==> config.mk <==
export PLATFORM = sky130hd
export DESIGN_NAME = predecode_redirect_ctrl
export DESIGN_NICKNAME = d
export VERILOG_FILES = /design/src/rtl/predecode_redirect_ctrl.sv
export SDC_FILE = /design/constraint.sdc
export NUM_CORES = 1
export LEC_CHECK = 0
export ABC_AREA = 0
export CAP_MARGIN = 20
export CORE_AREA = 2 2 126 128
export DETAILED_ROUTE_END_ITERATION = 12
export DIE_AREA = 0 0 128 130
export GPL_ROUTABILITY_DRIVEN = 0
export SLEW_MARGIN = 20
export SYNTH_ARGS = -nofsm -noshare
export SYNTH_HDL_FRONTEND = slang
export SYNTH_SLANG_ARGS = --single-unit
==> constraint.sdc <==
create_clock -name clk -period 2.95 [get_ports clk]
set_clock_uncertainty 0.2 [all_clocks]
set_input_delay 0.59 -clock clk [delete_from_list [all_inputs] [get_ports clk]]
set_output_delay 0.59 -clock clk [all_outputs]
set_load 0.01 [all_outputs]
==> src/rtl/predecode_redirect_ctrl.sv <==
// predecode_redirect_ctrl
//   Fetch-2 controller sitting behind the per-lane pre-decoders. Finds the oldest
//   predicted-taken control lane in a bundle, trims the younger lanes, and issues one
//   registered redirect to fetch-1 over a valid/ready handshake. After the handshake
//   it drains the in-flight wrong-path bundle for one cycle. A backend flush overrides
//   everything.
//
//   Optional return address stack: define PREDECODE_RAS_EN to build it. Without it,
//   returns use the lane target, calls push nothing, rasPtr_o is tied to 0 and
//   flushRasPtr_i is ignored.
//
// Ports
//   clk, reset         clock, asynchronous active-low reset
//   bundleValid_i      pre-decoded bundle present
//   pc_i               per-lane PC, lane i at [i*SIZE_PC +: SIZE_PC]
//   laneValid_i        lane holds a real instruction
//   isInstCtrl_i       per-lane control flag
//   isInstRtr_i        per-lane return flag
//   ctrlType_i         per-lane type: 01 call, 10 jump, 11 conditional
//   targetAddr_i       per-lane pre-decoded target
//   prediction_i       per-lane direction prediction
//   stall_o            bundle not accepted this cycle
//   laneMask_o         accepted lanes (combinational)
//   redirectValid_o    redirect request to fetch-1
//   redirectPC_o       redirect target
//   redirectReady_i    fetch-1 accepts the redirect
//   flush_i            backend flush
//   flushRasPtr_i      RAS top pointer restored on flush
//   rasPtr_o           RAS top pointer, checkpointed by the backend

module predecode_redirect_ctrl #(
  parameter int unsigned FETCH_WIDTH = 4,
  parameter int unsigned SIZE_PC     = 32,
  parameter int unsigned RAS_DEPTH   = 8,
  localparam int unsigned RAS_PTR    = $clog2(RAS_DEPTH)
) (
  input  logic                           clk,
  input  logic                           reset,
  input  logic                           bundleValid_i,
  input  logic [SIZE_PC*FETCH_WIDTH-1:0] pc_i,
  input  logic [FETCH_WIDTH-1:0]         laneValid_i,
  input  logic [FETCH_WIDTH-1:0]         isInstCtrl_i,
  input  logic [FETCH_WIDTH-1:0]         isInstRtr_i,
  input  logic [2*FETCH_WIDTH-1:0]       ctrlType_i,
  input  logic [SIZE_PC*FETCH_WIDTH-1:0] targetAddr_i,
  input  logic [FETCH_WIDTH-1:0]         prediction_i,
  output logic                           stall_o,
  output logic [FETCH_WIDTH-1:0]         laneMask_o,
  output logic                           redirectValid_o,
  output logic [SIZE_PC-1:0]             redirectPC_o,
  input  logic                           redirectReady_i,
  input  logic                           flush_i,
  input  logic [RAS_PTR-1:0]             flushRasPtr_i,
  output logic [RAS_PTR-1:0]             rasPtr_o
);

  typedef enum logic [1:0] {StRun, StWait, StDrain} state_e;

  state_e               state_q, state_d;
  logic                 rdr_valid_q, rdr_valid_d;
  logic [SIZE_PC-1:0]   rdr_pc_q, rdr_pc_d;

  logic [FETCH_WIDTH-1:0] taken, keep;
  logic                   scan_seen, hit, accept, fire;
  logic [SIZE_PC-1:0]     sel_target, target;

`ifdef PREDECODE_RAS_EN
  localparam int unsigned CntW = RAS_PTR + 1;

  logic [SIZE_PC-1:0] ras_q [RAS_DEPTH];
  logic [RAS_PTR-1:0] ras_ptr_q, ras_ptr_d, ras_top;
  logic [CntW-1:0]    ras_cnt_q, ras_cnt_d;
  logic [SIZE_PC-1:0] sel_pc;
  logic               sel_rtr, sel_call, do_pop, do_push;
`endif

  // Oldest taken lane wins; lanes up to and including it are kept.
  always_comb begin
    scan_seen  = 1'b0;
    taken      = '0;
    keep       = '0;
    sel_target = '0;
`ifdef PREDECODE_RAS_EN
    sel_pc     = '0;
    sel_rtr    = 1'b0;
    sel_call   = 1'b0;
`endif
    for (int i = 0; i < FETCH_WIDTH; i++) begin
      taken[i] = laneValid_i[i] & isInstCtrl_i[i] &
                 (isInstRtr_i[i] | (ctrlType_i[2*i +: 2] == 2'b01) |
                  (ctrlType_i[2*i +: 2] == 2'b10) |
                  ((ctrlType_i[2*i +: 2] == 2'b11) & prediction_i[i]));
      keep[i] = ~scan_seen;
      if (taken[i] && !scan_seen) begin
        sel_target = targetAddr_i[i*SIZE_PC +: SIZE_PC];
`ifdef PREDECODE_RAS_EN
        sel_pc   = pc_i[i*SIZE_PC +: SIZE_PC];
        sel_rtr  = isInstRtr_i[i];
        // A lane flagged as return is never treated as a call.
        sel_call = ~isInstRtr_i[i] & (ctrlType_i[2*i +: 2] == 2'b01);
`endif
      end
      scan_seen = scan_seen | taken[i];
    end
    hit = scan_seen;
  end

  assign accept     = (state_q == StRun) & bundleValid_i & ~flush_i;
  assign fire       = accept & hit;
  assign stall_o    = (state_q != StRun) & ~flush_i;
  assign laneMask_o = accept ? (keep & laneValid_i) : '0;

`ifdef PREDECODE_RAS_EN
  assign ras_top  = ras_ptr_q - RAS_PTR'(1);
  assign do_pop   = fire & sel_rtr & (ras_cnt_q != '0);
  assign do_push  = fire & sel_call;
  assign target   = do_pop ? ras_q[ras_top] : sel_target;
  assign rasPtr_o = ras_ptr_q;

  always_comb begin
    ras_ptr_d = ras_ptr_q;
    ras_cnt_d = ras_cnt_q;
    if (flush_i) begin
      // Backend checkpoint is authoritative: treat every entry as live.
      ras_ptr_d = flushRasPtr_i;
      ras_cnt_d = CntW'(RAS_DEPTH);
    end else if (do_pop) begin
      ras_ptr_d = ras_top;
      ras_cnt_d = ras_cnt_q - CntW'(1);
    end else if (do_push) begin
      // Wrapping push overwrites the oldest entry; count saturates.
      ras_ptr_d = ras_ptr_q + RAS_PTR'(1);
      if (ras_cnt_q != CntW'(RAS_DEPTH)) begin
        ras_cnt_d = ras_cnt_q + CntW'(1);
      end
    end
  end

  always_ff @(posedge clk or negedge reset) begin
    if (!reset) begin
      ras_ptr_q <= '0;
      ras_cnt_q <= '0;
    end else begin
      ras_ptr_q <= ras_ptr_d;
      ras_cnt_q <= ras_cnt_d;
    end
  end

  // Storage is intentionally not reset.
  always_ff @(posedge clk) begin
    if (do_push) begin
      ras_q[ras_ptr_q] <= sel_pc + SIZE_PC'(8);
    end
  end
`else
  logic unused_inputs;
  assign unused_inputs = ^{pc_i, flushRasPtr_i};
  assign target        = sel_target;
  assign rasPtr_o      = '0;
`endif

  always_comb begin
    state_d     = state_q;
    rdr_valid_d = rdr_valid_q;
    rdr_pc_d    = rdr_pc_q;
    if (flush_i) begin
      // A pending redirect is dropped without ever being handed over.
      state_d     = StRun;
      rdr_valid_d = 1'b0;
    end else begin
      unique case (state_q)
        StRun: begin
          if (fire) begin
            state_d     = StWait;
            rdr_valid_d = 1'b1;
            rdr_pc_d    = target;
          end
        end
        StWait: begin
          if (rdr_valid_q && redirectReady_i) begin
            state_d     = StDrain;
            rdr_valid_d = 1'b0;
          end
        end
        StDrain: state_d = StRun;
        default: state_d = StRun;
      endcase
    end
  end

  always_ff @(posedge clk or negedge reset) begin
    if (!reset) begin
      state_q     <= StRun;
      rdr_valid_q <= 1'b0;
      rdr_pc_q    <= '0;
    end else begin
      state_q     <= state_d;
      rdr_valid_q <= rdr_valid_d;
      rdr_pc_q    <= rdr_pc_d;
    end
  end

  assign redirectValid_o = rdr_valid_q;
  assign redirectPC_o    = rdr_pc_q;

endmodule

# Yosys cells after proc, flatten, opt, wreduce, memory -nomap -nowiden
# Cells that the tools add are included.
# classes
n_eq_ne	15
muxes	13
n_bitwise	36
reduce_logical	13
# op_table
cell	n
two-way mux 32 bit	4
AND 1 bit	16
== test 2 bit (second input constant)	8
bitwise OR 1 bit	15
== test 2 x 1 -> 1 bit (second input constant)	5
two-way mux 2 bit	3
inequality test 3 bit (second input constant)	2
AND reduction 3 bit	2
AND 4 bit	1
logical AND 1 bit	4
two-way mux 4 bit	1
inverter 1 bit	4
case mux 2 bit (2 select lines)	1
zero test 1 bit	3
two-way mux 1 bit	3
nonzero test 3 bit	1
zero test 2 bit	1
case mux 1 bit (2 select lines)	1
AND reduction 2 bit	1
nonzero test 2 bit	1
# totals
regBits	35
out_inout_bits	41
wordCells	80

# Longest topological paths before layout
# depth
depth_word	12
depth_mapped	8
ltp_nobuf	5

# Worst setup path before layout
# OpenSTA, ideal clock, no wires.
# synth_timing
path_kind	in2out
start	input isInstRtr_i[0]
end	output laneMask_o[1]
arrival_time_ns	1.958
required_time_ns	2.160
path_slack_ns	0.202
cell_stages	5
path_buffers	2
cell_sequence	or3_1 > nand4_1 > clkbuf_1 > clkbuf_1 > and3_1
# synth_between
elab_chain_len	7
# synth_rtl
element	line_no	rtl
start: declaration	43	input logic [FETCH_WIDTH-1:0] isInstRtr_i,
bitwise OR 1 bit (2 in series)	90	(isInstRtr_i[i] | (ctrlType_i[2*i +: 2] == 2'b01) |
bitwise OR 1 bit	91	(ctrlType_i[2*i +: 2] == 2'b10) |
AND 1 bit	89	taken[i] = laneValid_i[i] & isInstCtrl_i[i] &
inverter 1 bit	93	keep[i] = ~scan_seen;
AND 4 bit	111	assign laneMask_o = accept ? (keep & laneValid_i) : '0;
two-way mux 4 bit	111	
end: declaration	48	output logic [FETCH_WIDTH-1:0] laneMask_o,
# Every way passes these cells.

# Final worst setup path
# layout_timing
start	input isInstRtr_i[0]
end	output laneMask_o[3]
# layout_between
elab_chain_len	9
# layout_rtl
element	line_no	rtl
bitwise OR 1 bit (2 in series)	90	
bitwise OR 1 bit	91	
AND 1 bit	89	
bitwise OR 1 bit (2 in series)	103	scan_seen = scan_seen | taken[i];
inverter 1 bit	93	
AND 4 bit	111	
two-way mux 4 bit	111	
# Every way passes these cells.

==> results.yml <==
power:
  seqPwrFrac_pct: 30.4
  ir_drop_v: 0.0001717
  power.share.clock_pct: 24.3
  power_mw: 2.314
  p_leak_nw: 1.996
  p_per_area_nw_per_um2: 458.6
  combinationalPowerShare_pct: 45.2
  netSwitchingFraction_pct: 30.84
  power.switching_mw: 0.7137
  p_int_mw: 1.601
grt:
  grt_overflow: 0
  antenna_found_initial: 1
  gr-usage-all-layers_pct: 14.59
  grt_pass1_vias: 3426
  grt_max_degree: 43
  grt_pass1_wl_mm: 18.48
synthesis:
  synth_area_per_cell_um2: 7.728
  syn_inst: 335
  ys_ff_latch: 35
  yosysUniqueCellTypes: 29
  ys_seq_area_share_pct: 33.83
  syn-cell-area_um2: 2589
  yosysWarnings: 0
timing:
  period_minus_slack_ns: 2.882
  finalCritPeriodShare_pct: 97.70
  hold_viol_final: 0
  maxSlewHeadroom_pct: 41.46
  rsz0062_at_grt: "no"
  drv_slew: 0
  fin_ws_ns: 0.06794
  fmax_mhz: 347.0
  setup_viol: 0
  tightest_slew_ns: 0.8781
setup_path:
  critPathLaunchType: "input pin"
  worstReg2RegEnd: "redirectPC_o[5]"
  arrival_ns: 2.09
  cp_slowest_cell: "clkdlybuf4s50_1"
  worstSetupPathType: "input pin to output pin"
  rr_startpoint: "state_q[1]"
  slowest_delay_ns: 0.42
  r2r_cells: 6
  worst_setup_path_end_kind: "output pin"
  crit_required_ns: 2.16
  r2r_slack_ns: 1.14
  crit_fanout: 3
  worstPathCellList: "clkdlybuf4s50_1 > or3_4 > and4_4 > nor2_4 > buf_6 > and4_1 > buf_2"
clock_tree:
  cts_buffers: 5
  clk_path_buf_depth: 2
  insertion_delay_ns: 0.27
  clock_sinks: 35
  htree_num_levels: 2
  root_buffer: "clkbuf_16"
  cts_tree: "yes"
  clk_pin_slew_worst_paths_ns: 0.06
  cts_hold_buf: 0
routing:
  initialDrtViolationCount: 104
  post_drt_wl_per_cell_um: 17.42
  wirelength_mm: 12.51
  antenna_left: 0
  drc: 0
  via_per_inst: 4.653
  vias: 3341
  dr.pass1.iters: 4
cells_and_area:
  antenna_cells: 0
  finish.net_count: 813
  syn2layout_area_growth_pct: 94.93
  drive_gt1_share_pct: 11.41
floorplan:
  fp.dieW_um: 128
  start_util_pct: 16.78
  row_count: 46
  fp.dieH_um: 130
  coreArea_um2: 15420
  die_area_um2: 16640
  io_pins: 329
placed_design:
  dp_hpwl_mm: 9.885
  dpl_worst_slack_ns: -0.4483
  numPortBuffers: 194
job:
  drv_cap: 0
outcome:
  outcome: "finished, final reports clean"
worst_hold_path:
  worstHoldPathType: "input pin to async pin"
==> cell families after synthesis <==
group	count (synthesis)	synth area share (%)
buffers and inverters	54	8.893
multiplexers	18	7.830
AO/OA/AOI/OAI	100	27.07
AND/OR/NAND/NOR	127	22.23
other	1	0.1449
flip-flops	35	33.83
==> registers in the layout, indices dropped and copies added (netlist names) <==
register / cells
redirectPC_o: 32
state_q: 2
redirectValid_o: 1
==> worst max-delay path by stage <==
stage,startpoint,endpoint,cells after the start
finish,isInstRtr_i[0],laneMask_o[3],7
global placement,isInstRtr_i[0],laneMask_o[3],6
detailed placement,isInstRtr_i[0],laneMask_o[3],6
global route,isInstRtr_i[0],laneMask_o[1],5
floorplan,isInstRtr_i[0],laneMask_o[1],5
CTS,isInstRtr_i[1],laneMask_o[3],8
==> synth_stat cells <==
cell / count / area [um^2]
dfrtp_1: 35 / 875.8
o41a_1: 1 / 11.26
nor3_2: 1 / 10.01
buf_4: 3 / 22.52
nor4b_1: 1 / 8.760
nor2_1: 56 / 210.2
conb_1: 1 / 3.750
and4bb_1: 1 / 12.51
and3_1: 2 / 12.51
nand3b_1: 1 / 7.510
nand3_1: 14 / 70.07
nand4_1: 2 / 12.51
and4_1: 4 / 35.03
a311oi_1: 1 / 8.760
clkbuf_1: 24 / 90.09
a21oi_1: 32 / 160.2
nor3_1: 2 / 10.01
a221o_1: 18 / 180.2
nand2_1: 37 / 138.9
a31o_1: 2 / 17.52
inv_1: 19 / 71.32
mux2_2: 18 / 202.7
buf_2: 7 / 35.03
buf_6: 1 / 11.26
nand4bb_1: 2 / 22.52
a31oi_1: 32 / 200.2
or3_1: 3 / 18.77
and2_1: 1 / 6.260
o2bb2ai_1: 14 / 122.6
==> cells in the final DEF, fill, tap and decap left out, drive strengths merged, types with 4 or more instances in the layout <==
master,synthesis,layout
dfrtp,35,35
nor2,56,56
nand2,37,37
nand3,14,14
a221o,18,18
mux2,18,18
clkbuf,24,9
o2bb2ai,14,14
inv,19,19
a31oi,32,32
a21oi,32,32
buf,11,24
clkdlybuf4s50,0,185
dlymetal6s2s,0,4
and4,4,4
==> worst max-delay path, delay by kind of cell <==
family | cells | cell delay (ns)
simple gates | 4 | 0.84
buf+inv | 3 | 0.66
==> power by group through the flow <==
stage               Combinational [mW]  Clock [mW]  Sequential (mW)
finish                            1.05       0.563            0.704
global route                      1.13       0.607            0.727
floorplan                        0.319           0            0.773
detailed placement                1.05           0            0.715
global placement                  1.04           0            0.705
CTS                               1.05       0.583            0.707
==> per-layer routing <==
metal / wire length (um) / part of all wire (%) / GRT usage, %
met4: 235 / 1.9 / 4.137
met1: 5701 / 46 / 18.41
met3: 1215 / 9.7 / 4.551
met5: 13 / 0.10 / 0
met2: 5340 / 43 / 24.16
==> final cells by class <==
type | count | area (um^2)
Tap cell | 192 | 240.2
Clock buffer | 8 | 156.4
Fill cell | 1617 | 10380
Inverter | 19 | 71.32
Timing Repair Buffer | 216 | 2167
Sequential cell | 35 | 875.8
Multi-Input combinational cell | 248 | 1535
==> repair_timing <==
action,CTS,global route
buffers inserted,1,0
resized for setup,6,16
setup endpoints to repair,4,27
pin swaps,3,4
==> per-stage QoR <==
step / cells / hold slack, ns / util (%) / TNS (ns) / area (um^2)
6_report: 718 / 0.2346 / 32.71 / 0 / 5046
5_1_grt: 718 / 0.3220 / 32.71 / 0 / 5046
4_1_cts: 718 / 0.2665 / 32.55 / -0.2322 / 5021
3_5_place_dp: 709 / 0.3315 / 31.47 / -8.105 / 4855
3_3_place_gp: 709 / 0.3209 / 31.47 / -6.713 / 4855
2_1_floorplan: 337 / 0.09441 / - / 0 / 2596
No activity file was read; power rests on OpenSTA's default activity.
==> RTL change 1 (same settings) <==
Re-encode `state_e` (3 states) as one-hot, 3 bits wide.
--- a/src/rtl/predecode_redirect_ctrl.sv
+++ b/src/rtl/predecode_redirect_ctrl.sv
@@ -54,7 +54,7 @@
   output logic [RAS_PTR-1:0]             rasPtr_o
 );
 
-  typedef enum logic [1:0] {StRun, StWait, StDrain} state_e;
+  typedef enum logic [2:0] {StRun = 3'b001, StWait = 3'b010, StDrain = 3'b100} state_e;
 
   state_e               state_q, state_d;
   logic                 rdr_valid_q, rdr_valid_d;
Function: same outputs for any inputs over 10 cycles, from zero or initial values and one cycle with reset low; not proved beyond that.
==> RTL change 1 against the unedited design <==
- power is 2.4% lower
- area after synthesis is 11% higher
- global-route usage is 0.22 points higher
- wire length is 1.5% higher
- worst setup slack hardly changed
- sequential cell count is 1 higher
- design area is 4.6% higher
- hold slack worse by 4.1 ps
- largest power group unchanged
- highest routed layer is now met4
==> RTL change 1: results (changes against the unedited design) <==
{
  "outcome": {"value": "completed", "change": "unchanged"},
  "max-clock-path-buffers": {"value": 2, "change": "unchanged"},
  "post_route_cells_drive_above_1_share": {"value": 0.141, "change": "was 0.114"},
  "reg2regPathDepth": {"value": 7, "change": "was 6"},
  "area_delta_synth_final": {"value": 83.6, "unit": "%", "change": "was 94.9%"},
  "post_synth_most_frequent_cells": {"value": "sky130_fd_sc_hd__nand2_1, sky130_fd_sc_hd__o221ai_1, sky130_fd_sc_hd__nor2_1", "change": "was sky130_fd_sc_hd__nor2_1, sky130_fd_sc_hd__nand2_1, sky130_fd_sc_hd__dfrtp_1"},
  "vdd.ir_drop.worst": {"value": 177, "unit": "uV", "change": "was 172 uV"},
  "dpl.hpwl": {"value": 9610, "unit": "um", "change": "was 9880 um"},
  "grt_pass1_wl": {"value": 19100, "unit": "um", "change": "was 18,500 um"},
  "timing.rr.end": {"value": "redirectPC_o[18]", "change": "was redirectPC_o[5]"},
  "number_of_global_route_vias_before_repair": {"value": 3645, "change": "was 3,426"},
  "latest_clock_arrival_within_the_worst_skew_pair_ps": 280,
  "num_antenna_cells": {"value": 0, "change": "unchanged"},
  "startpoint": {"value": "isInstRtr_i[2]", "change": "was isInstRtr_i[0]"},
  "synth.yosys.seq_area_share": {"value": 0.314, "change": "was 0.338"},
  "grt_max_degree": {"value": 49, "change": "was 43"},
  "synth_area_leaders": {"value": "sky130_fd_sc_hd__dfrtp_1, sky130_fd_sc_hd__o221ai_1, sky130_fd_sc_hd__mux2_2", "change": "was sky130_fd_sc_hd__dfrtp_1, sky130_fd_sc_hd__nor2_1, sky130_fd_sc_hd__mux2_2"},
  "place_worst_setup_slack": {"value": -368, "unit": "ps", "change": "was -448 ps"},
  "number_of_buffers_added_by_the_clock_tree_synthesis_step": {"value": 5, "change": "unchanged"},
  "dr.first_iter.drc_count": {"value": 89, "change": "was 104"},
  "drt-total-wl": {"value": 12700, "unit": "um", "change": "was 12,500 um"},
  "numPortBuffers": {"value": 194, "change": "unchanged"},
  "grt.total_usage": {"value": 0.148, "change": "was 0.146"},
  "viasPerCell": {"value": 4.97, "change": "was 4.65"},
  "critical_path.max_fanout": {"value": 2, "change": "was 3"},
  "power.leakage": {"value": 1.94, "unit": "nW", "change": "was 2.00 nW"},
  "timing.reg2reg.setup_slack": {"value": 820, "unit": "ps", "change": "was 1140 ps"},
  "final_net_count": {"value": 820, "change": "was 813"},
  "worst-slew-pin-transition": {"value": 874, "unit": "ps", "change": "was 878 ps"},
  "yosysUniqueCellTypes": {"value": 36, "change": "was 29"},
  "r2r-start": {"value": "state_q[0]", "change": "was state_q[1]"},
  "final.fill_count": {"value": 1594, "change": "was 1,617"},
  "antenna_found_initial": {"value": 0, "change": "was 1"},
  "arrival": {"value": 2090, "unit": "ps", "change": "about the same"}
}
RTL change 1: report_power, final:
group | internal [mW] | switching [mW] | leakage (nW) | total (mW)
Clock | 0.307 | 0.200 | 0.0667 | 0.507
Combinational | 0.620 | 0.423 | 1.46 | 1.04
Sequential | 0.631 | 0.0782 | 0.415 | 0.709
Total | 1.56 | 0.701 | 1.94 | 2.26
RTL change 1: per-layer routing:
layer  up-vias  share of wire  track usage  wire length [um]
li1       1690              -            -                 -
met1      1677           0.40        0.173              5100
met2       214           0.47        0.259              5920
met3        20           0.11       0.0455              1400
met4         0          0.022       0.0517               276
met5         -              0            0                 0
RTL change 1: worst max path at each step:
stage	to	depth (start not counted)	slack (ps)
after floorplan	laneMask_o[1]	5	290
after global placement	laneMask_o[3]	5	-380
after detailed placement	laneMask_o[3]	5	-370
after CTS	laneMask_o[2]	6	20
after global routing	laneMask_o[3]	5	20
final	laneMask_o[3]	5	70
RTL change 1: area by class of cell:
type | count | area share
clock buffer | 6 | 0.0244
timing repair buffer | 224 | 0.420
clock inverter | 1 | 0.000948
tap | 192 | 0.0455
sequential | 36 | 0.171
multi-input combinational | 264 | 0.337
inverter | 1 | 0.000711
RTL change 1: cell families (layout without fill, tap and decap cells):
logic type / after synthesis / count (layout) / synth area share
flops: 36 / 36 / 0.314
other cells: 1 / 3 / 0.00130
simple gates: 134 / 134 / 0.228
compound gates: 103 / 103 / 0.280
mux: 24 / 24 / 0.0940
buf+inv: 43 / 232 / 0.0823
RTL change 1: critical path: stages:
cell and delay (ps):
sky130_fd_sc_hd__clkdlybuf4s50_1 470, sky130_fd_sc_hd__and4bb_1 190, sky130_fd_sc_hd__or3_2 490, sky130_fd_sc_hd__and4_1 200
sky130_fd_sc_hd__buf_4 150
RTL change 1: timing repair:
| action | CTS | global route |
|---|---|---|
| endpoints found under the setup margin | 4 | 4 |
| resized for setup | 11 | 5 |
| gates cloned | 0 | 0 |
| buffers inserted | 0 | 0 |
| pin swaps | 1 | 2 |
RTL change 1: per-stage QoR:
step / instances / area, um^2 / hold slack [ps] / util / total power [mW]
after CTS: 724 / 5270 / 262 / 0.342 / 2.29
after global routing: 724 / 5280 / 300 / 0.342 / 2.41
after detailed placement: 717 / 5120 / 319 / 0.332 / 1.76
after floorplan: 343 / 2880 / 94.4 / - / 1.12
final: 724 / 5280 / 231 / 0.342 / 2.26
after global placement: 717 / 5120 / 307 / 0.332 / 1.75
==> RTL change 2 (same settings) <==
Without the edit above. `RAS_DEPTH`: 8 -> 16.
--- a/src/rtl/predecode_redirect_ctrl.sv
+++ b/src/rtl/predecode_redirect_ctrl.sv
@@ -31,7 +31,7 @@
 module predecode_redirect_ctrl #(
   parameter int unsigned FETCH_WIDTH = 4,
   parameter int unsigned SIZE_PC     = 32,
-  parameter int unsigned RAS_DEPTH   = 8,
+  parameter int unsigned RAS_DEPTH   = 16,
   localparam int unsigned RAS_PTR    = $clog2(RAS_DEPTH)
 ) (
   input  logic                           clk,
Ports: changed (resized flushRasPtr_i and rasPtr_o); port bits go from 329 to 331. The function was not compared with the original's and may differ.
==> RTL change 2 against the unedited design <==
- global-route usage is 0.25 points lower
- worst setup slack improved by 10 ps
- wire length fell by 0.53%
- first-iteration DRC count rose by 13%
- sequential cell count did not move
- via count decreased by 1.2%
- area after synthesis rose by 0.29%
- power decreased by 2.4%
- design area down 0.94%
- register-to-register slack lost 190 ps
- non-clock buffer count unchanged
==> RTL change 2: results (changes against the unedited design) <==
{
  "critical_path.max_fanout": {"value": 4, "change": "was 3"},
  "synth-compound-area-share": {"value": 0.270, "change": "was 0.271"},
  "timing.reg2reg.setup_slack": {"value": 950, "unit": "ps", "change": "was 1140 ps"},
  "dpl.hpwl": {"value": 9780, "unit": "um", "change": "was 9880 um"},
  "maxUsedRoutingLayer": {"value": "met4", "change": "was met5"},
  "drt-total-wl": {"value": 12400, "unit": "um", "change": "was 12,500 um"},
  "internal-power": {"value": 1.55, "unit": "mW", "change": "was 1.60 mW"},
  "worst-slew-pin-transition": {"value": 861, "unit": "ps", "change": "was 878 ps"},
  "cts_setup_buffers": {"value": 3, "change": "was 1"},
  "timing.rr.end": {"value": "redirectPC_o[22]", "change": "was redirectPC_o[5]"},
  "final_net_count": {"value": 815, "change": "was 813"},
  "nMultiInputCombCells": {"value": 249, "change": "was 248"},
  "power.leakage": {"value": 1.96, "unit": "nW", "change": "was 2.00 nW"},
  "met1_usage": {"value": 0.182, "change": "was 0.184"},
  "met2_capacity_usage_during_global_routing": {"value": 0.240, "change": "was 0.242"},
  "grt_pass1_wl": {"value": 18100, "unit": "um", "change": "was 18,500 um"},
  "viasPerCell": {"value": 4.59, "change": "was 4.65"},
  "multi_input_area_share": {"value": 0.306, "change": "was 0.304"},
  "number_of_global_route_vias_before_repair": {"value": 3294, "change": "was 3,426"},
  "use_met3": {"value": 0.0439, "change": "was 0.0455"},
  "n_clock_buffer": {"value": 7, "change": "was 8"},
  "post_route_cells_drive_above_1_share": {"value": 0.108, "change": "was 0.114"},
  "synth_mux_area_frac": {"value": 0.0781, "change": "was 0.0783"},
  "seq_cell_count": {"value": 35, "change": "unchanged"},
  "antenna_found_initial": {"value": 0, "change": "was 1"},
  "bufAreaShareNonClock": {"value": 0.429, "change": "about the same"},
  "place_worst_setup_slack": {"value": -488, "unit": "ps", "change": "was -448 ps"},
  "vdd.ir_drop.worst": {"value": 179, "unit": "uV", "change": "was 172 uV"},
  "synth_area_leaders": {"value": "sky130_fd_sc_hd__dfrtp_1, sky130_fd_sc_hd__nor2_1, sky130_fd_sc_hd__mux2_2", "change": "unchanged"},
  "seq_power_share": {"value": 0.313, "change": "was 0.304"},
  "totalPowerFinal": {"value": 2.26, "unit": "mW", "change": "was 2.31 mW"},
  "wl_met3": {"value": 1250, "unit": "um", "change": "was 1220 um"},
  "ctsResizeCount": {"value": 16, "change": "was 6"},
  "outcome": {"value": "completed", "change": "unchanged"},
  "routed-wl-met2": {"value": 5530, "unit": "um", "change": "was 5340 um"},
  "routedLengthMet1": {"value": 5500, "unit": "um", "change": "was 5700 um"},
  "grt.total_usage": {"value": 0.143, "change": "was 0.146"},
  "reg2regPathDepth": {"value": 7, "change": "was 6"}
}
## RTL change 2: changes by cell type after synthesis
cell and change:
sky130_fd_sc_hd__buf_4 +1
## RTL change 2: worst max path at each step
stage	slack, ps	to	cells after the start	start
after CTS	-20	laneMask_o[2]	8	ctrlType_i[2]
after floorplan	200	laneMask_o[1]	5	isInstRtr_i[0]
after detailed placement	-490	laneMask_o[2]	7	ctrlType_i[3]
after global placement	-520	laneMask_o[2]	7	ctrlType_i[3]
final	80	laneMask_o[2]	6	isInstRtr_i[0]
after global routing	30	redirectPC_o[20]	7	ctrlType_i[5]
## RTL change 2: per-stage QoR
step	TNS, ps	hold slack, ps	utilization	instances	instance area, um^2
floorplan	0	94.4	-	339	2610
global route	0	285	0.324	719	5000
global placement	-9640	321	0.313	707	4820
finish	0	228	0.324	719	5000
detailed placement	-8460	337	0.313	707	4820
CTS	-16.7	268	0.323	718	4990
